===== src/rtl/pu_riscv_ahb_wbuf_drain.sv =====
// Write-buffer drain engine: pops queued stores and issues them as single
// AHB-Lite write transfers, with wait-state hold and ERROR replay handling.
module pu_riscv_ahb_wbuf_drain #(
   parameter int XLEN  = 64,
   parameter int PLEN  = 64,
   parameter int QBITS = XLEN + PLEN + 7
) (
   input  logic             clk_i,
   input  logic             rst_i,
   input  logic             drain_en_i,
   input  logic             q_empty_i,
   input  logic [QBITS-1:0] q_d_i,
   output logic             q_re_o,
   output logic [PLEN-1:0]  HADDR,
   output logic [XLEN-1:0]  HWDATA,
   output logic             HWRITE,
   output logic [2:0]       HSIZE,
   output logic [2:0]       HBURST,
   output logic [3:0]       HPROT,
   output logic [1:0]       HTRANS,
   output logic             HMASTLOCK,
   input  logic             HREADY,
   input  logic             HRESP,
   output logic             err_o,
   output logic [PLEN-1:0]  err_addr_o,
   input  logic             err_clr_i,
   output logic             busy_o
);

   localparam logic [1:0] HTRANS_IDLE   = 2'b00;
   localparam logic [1:0] HTRANS_NONSEQ = 2'b10;

   // Queue entry fields: {hprot, hsize, addr, data}
   logic [XLEN-1:0] q_data;
   logic [PLEN-1:0] q_addr;
   logic [2:0]      q_size;
   logic [3:0]      q_prot;

   assign q_data = q_d_i[XLEN-1:0];
   assign q_addr = q_d_i[XLEN +: PLEN];
   assign q_size = q_d_i[XLEN+PLEN +: 3];
   assign q_prot = q_d_i[XLEN+PLEN+3 +: 4];

   // Address-phase, data-phase and error state
   logic            ap_valid_q, ap_valid_d;
   logic [PLEN-1:0] ap_addr_q,  ap_addr_d;
   logic [XLEN-1:0] ap_data_q,  ap_data_d;
   logic [2:0]      ap_size_q,  ap_size_d;
   logic [3:0]      ap_prot_q,  ap_prot_d;
   logic            ap_cancel_q, ap_cancel_d;
   logic            dp_valid_q, dp_valid_d;
   logic [PLEN-1:0] dp_addr_q,  dp_addr_d;
   logic [XLEN-1:0] hwdata_q,   hwdata_d;
   logic            err_q,      err_d;
   logic [PLEN-1:0] err_addr_q, err_addr_d;

   logic advance;
   logic err_cyc1;
   logic err_cyc2;

   // A pipeline step only happens on a clean HREADY; ERROR's two cycles are
   // told apart by HREADY.
   assign advance  = HREADY & ~HRESP & ~rst_i;
   assign err_cyc1 = HRESP & ~HREADY;
   assign err_cyc2 = HRESP & HREADY;
   assign q_re_o   = advance & drain_en_i & ~q_empty_i;

   // Next-state for the address/data pipeline and the sticky error
   always_comb begin
      ap_valid_d  = ap_valid_q;
      ap_addr_d   = ap_addr_q;
      ap_data_d   = ap_data_q;
      ap_size_d   = ap_size_q;
      ap_prot_d   = ap_prot_q;
      ap_cancel_d = ap_cancel_q;
      dp_valid_d  = dp_valid_q;
      dp_addr_d   = dp_addr_q;
      hwdata_d    = hwdata_q;
      err_d       = err_q;
      err_addr_d  = err_addr_q;

      if (advance) begin
         if (q_re_o) begin
            ap_valid_d = 1'b1;
            ap_addr_d  = q_addr;
            ap_data_d  = q_data;
            ap_size_d  = q_size;
            ap_prot_d  = q_prot;
         end else begin
            ap_valid_d = 1'b0;
         end
         dp_valid_d  = ap_valid_q & ~ap_cancel_q;
         if (ap_valid_q & ~ap_cancel_q) begin
            hwdata_d  = ap_data_q;
            dp_addr_d = ap_addr_q;
         end
         ap_cancel_d = 1'b0;
      end else if (err_cyc1) begin
         // The pending address phase must not be taken; it is replayed later.
         if (dp_valid_q) begin
            ap_cancel_d = 1'b1;
         end
      end else if (err_cyc2) begin
         // Errored store is reported and dropped; ap is kept for replay.
         dp_valid_d  = 1'b0;
         ap_cancel_d = 1'b0;
         err_addr_d  = dp_addr_q;
      end

      if (err_cyc2) begin
         err_d = 1'b1;
      end else if (err_clr_i) begin
         err_d = 1'b0;
      end
   end

   // State registers; reset abandons any in-flight transfer
   always_ff @(posedge clk_i) begin
      if (rst_i) begin
         ap_valid_q  <= 1'b0;
         ap_addr_q   <= '0;
         ap_data_q   <= '0;
         ap_size_q   <= '0;
         ap_prot_q   <= '0;
         ap_cancel_q <= 1'b0;
         dp_valid_q  <= 1'b0;
         dp_addr_q   <= '0;
         hwdata_q    <= '0;
         err_q       <= 1'b0;
         err_addr_q  <= '0;
      end else begin
         ap_valid_q  <= ap_valid_d;
         ap_addr_q   <= ap_addr_d;
         ap_data_q   <= ap_data_d;
         ap_size_q   <= ap_size_d;
         ap_prot_q   <= ap_prot_d;
         ap_cancel_q <= ap_cancel_d;
         dp_valid_q  <= dp_valid_d;
         dp_addr_q   <= dp_addr_d;
         hwdata_q    <= hwdata_d;
         err_q       <= err_d;
         err_addr_q  <= err_addr_d;
      end
   end

   assign HTRANS     = (ap_valid_q & ~ap_cancel_q) ? HTRANS_NONSEQ : HTRANS_IDLE;
   assign HADDR      = ap_addr_q;
   assign HSIZE      = ap_size_q;
   assign HPROT      = ap_prot_q;
   assign HWRITE     = ap_valid_q;
   assign HWDATA     = hwdata_q;
   assign HBURST     = 3'b000;
   assign HMASTLOCK  = 1'b0;
   assign err_o      = err_q;
   assign err_addr_o = err_addr_q;
   assign busy_o     = ~q_empty_i | ap_valid_q | dp_valid_q;

endmodule


===== config.mk =====
export PLATFORM = sky130hd
export DESIGN_NAME = pu_riscv_ahb_wbuf_drain
export DESIGN_NICKNAME = d
export VERILOG_FILES = /design/src/rtl/pu_riscv_ahb_wbuf_drain.sv
export SDC_FILE = /design/constraint.sdc
export NUM_CORES = 1
export LEC_CHECK = 0
export ABC_AREA = 1
export CORE_MARGIN = 4
export CORE_UTILIZATION = 35
export CTS_CLUSTER_SIZE = 16
export DETAILED_ROUTE_END_ITERATION = 10
export DONT_BUFFER_PORTS = 1
export HOLD_SLACK_MARGIN = 0.02
export SLEW_MARGIN = 20
export SYNTH_ARGS = -nofsm -noshare
export SYNTH_HDL_FRONTEND = slang
export SYNTH_SLANG_ARGS = --single-unit
export TNS_END_PERCENT = 20

===== constraint.sdc =====
create_clock -name clk_i -period 2.73 [get_ports clk_i]
set_input_delay 0.546 -clock clk_i [delete_from_list [all_inputs] [get_ports clk_i]]
set_output_delay 0.546 -clock clk_i [all_outputs]
set_load 0.01 [all_outputs]

==> flow_metrics.py <==
metrics = {
    "worst_hold_path": {
        "holdPathEnd": "err_o",
        "hp-class": "in -> reg",
        "hold_start": "rst_i",
        "holdPathStages": 1,
    },
    "drt": {
        "viasPerCell": 4.64,
        "drc": 0,
        "wl_met1_um": 15800,
        "drt_first_pass_iters": 5,
        "drtIter0Drc": 678,
        "wl_met3_um": 2990,
        "detail_route.wirelength_um": 36800,
        "avgRoutedWirePerCell_um": 15.0,
        "dr.max_layer_used": "met5",
        "via_count": 11400,
        "drtAntennaViolNets": 0,
        "route.met2.wl_um": 17200,
    },
    "clock_network": {
        "tritoncts": "built",
        "cts_root_buf": "clkbuf_16",
        "htree_levels": 2,
        "holdBufCountCts": 0,
        "clkTransAtPathRegs_ps": 60,
        "insertion_delay_ps": 530,
        "numCtsBuffers": 38,
        "cts_setup_buffers": 0,
        "clock-sinks": 331,
        "post_cts_resize_count": 0,
        "cts_buffer_depth": 3,
    },
    "setup_path": {
        "reg2reg_from": "HWRITE",
        "worstSetupPathType": "reg -> out",
        "required_ps": 2180,
        "worst_setup_path_start_kind": "register",
        "r2r_slack_ps": 940,
        "arrival_ps": 1820,
        "reg2reg_depth": 7,
        "critPathMaxFanout": 129,
        "r2r-end": "HWDATA[1]",
        "critPathCaptureType": "primary output",
    },
    "power": {
        "clock_power_share_pct": 46.8,
        "p_per_area_nw_per_um2": 710,
        "power_switching_mw": 2.52,
        "p_leak_nw": 6.25,
        "p_seq_share_pct": 47.7,
        "p_int_mw": 8.13,
        "total_power_mw": 10.7,
        "ir_drop_uv": 358,
        "swShare_pct": 23.7,
        "comb_power_share_pct": 5.6,
    },
    "synthesis": {
        "yosysWarnings": 0,
        "synth_area_leaders": "dfxtp_1 (49%), nor2_1 (18%), nand3_1 (9.9%)",
        "syn-cell-area_um2": 13500,
        "ys_types": 15,
        "seq_area_frac_synth_pct": 49.1,
        "yosys.area.top_type": "dfxtp_1",
        "avgSynthCellArea_um2": 6.73,
        "synth_cells": 2006,
        "ys_ff_latch": 331,
        "synth_top_area_share_pct": 49.1,
    },
    "floorplan": {
        "coreArea_um2": 37800,
        "die_w_um": 204,
        "die_area_um2": 41800,
        "num_rows": 71,
        "start_util_pct": 35.7,
        "io_pins": 351,
        "die_y_um": 204,
    },
    "finish": {
        "layout-area-overhead-vs-synth_pct": 11.1,
        "n_antenna_cell": 0,
        "design_area_um2": 15000,
        "drive_gt1_share_pct": 4.16,
        "final_nets": 2069,
    },
    "sta": {
        "tns_ps": 0,
        "hold_viol": 0,
        "rsz0062_at_grt": "false",
        "maxSlewViolCount": 0,
        "clock.fmax_ghz": 0.423,
        "skew_ps": 17.9,
        "worstMarginPinSlew_ps": 724,
        "fin_crit_sh_pct": 86.6,
        "relSlewSlack_pct": 51.7,
        "setup_viol": 0,
        "period_minus_slack_ps": 2360,
    },
    "placement": {
        "dpl_cell_area_um2": 13800,
        "dp_hpwl_um": 22900,
        "io_buffers": 0,
        "gp_congestion": 0.778,
    },
    "grt": {
        "grt_use_total_pct": 17.1,
        "first_global_vias": 10900,
        "grt_max_degree": 154,
        "grt-ovfl-total": 0,
        "grt_pass1_wl_um": 58900,
        "antenna_found_initial": 1,
    },
    "job": {
        "drv_cap": 0,
    },
    "status": {
        "outcome": "completed",
    },
}
==> kinds of logic after synthesis <==
kind of cell	Yosys count	synth area share (%)
AND/OR/NAND/NOR	1193	35.8
other	1	0.0278
buffers and inverters	413	12.6
AO/OA/AOI/OAI	68	2.54
flip-flops	331	49.1
==> cells in the final DEF (no fill, tap or decap) <==
cell type   Yosys  routed
nand3_1       268     268
clkbuf_8        0       8
clkinv_2        0       5
inv_2           3       2
clkbuf_16       0      39
bufinv_16       0       2
clkbuf_1       47       6
nor2_4          2       5
o21ai_0        66      66
clkinvlp_4      0       1
conb_1          1       5
buf_12          0      12
dfxtp_1       331     331
inv_1         271     271
a21oi_1         1       1
o21bai_1        1       1
nand2_2         0       1
inv_8           0       1
nand2_1       266     265
buf_4          28       4
inv_6           0       1
nor2_1        657     654
==> state kept, by name, indices dropped and copies added (netlist names) <==
name         cells
err_o            1
HWDATA          64
HPROT            4
err_addr_o      64
ap_cancel_q      1
dp_valid_q       1
dp_addr_q       64
HSIZE            3
ap_data_q       64
HADDR           64
HWRITE           1
==> cell type report <==
| cell class | instances | area, µm² |
|---|---|---|
| Clock buffer | 53 | 1110 |
| Clock inverter | 9 | 101 |
| Fill cell | 4018 | 22800 |
| Inverter | 274 | 1040 |
| Multi-Input combinational cell | 1266 | 5220 |
| Sequential cell | 331 | 6630 |
| Tap cell | 511 | 639 |
| Timing Repair Buffer | 16 | 270 |
==> synthesized netlist by cell type <==
cell and instances:
nor2_1 657, dfxtp_1 331, inv_1 271, nand3_1 268
nand2_1 266, o21ai_0 66, clkbuf_1 47, buf_2 38
buf_4 28, buf_1 26, inv_2 3, nor2_4 2
a21oi_1 1, conb_1 1, o21bai_1 1
==> worst max-delay path by stage <==
stage	from	to	slack, ps	cells past startpoint
after floorplan	drain_en_i	q_re_o	990	5
after global placement	rst_i	HPROT[2]	690	6
after detailed placement	rst_i	HADDR[56]	630	6
after CTS	HWRITE	HTRANS[1]	290	3
after global routing	HWRITE	HTRANS[1]	240	3
final	HWRITE	HTRANS[1]	370	3
==> through the flow <==
step	setup WS (ps)	cells	hold slack (ps)	util [%]
3_3_place_gp	694	2398	456	36.4
6_report	365	2460	75.5	39.6
2_1_floorplan	990	2010	450	-
3_5_place_dp	626	2398	466	36.4
5_1_grt	242	2460	53.6	39.6
4_1_cts	290	2460	32.7	39.6
==> worst max-delay path, cell delays in order, from the launching register on <==
cell	delay, ps
dfxtp_1	440
inv_1	130
nor2_4	140
buf_12	470
==> per-layer routing <==
layer  GRT usage, %  vias up
met5              0        -
met4           5.77        2
met3           5.05       59
met2           27.7      331
met1           22.0     5177
li1               -     5844
==> power by group through the flow <==
stage	sequential, mW	clock, mW	combinational (mW)
4_1_cts	5.08	5.15	0.602
3_3_place_gp	5.19	0	0.591
3_5_place_dp	5.19	0	0.601
6_report	5.08	4.98	0.594
5_1_grt	5.09	5.34	0.697
2_1_floorplan	5.15	0	0.485
No activity file was read; power rests on OpenSTA's default activity.
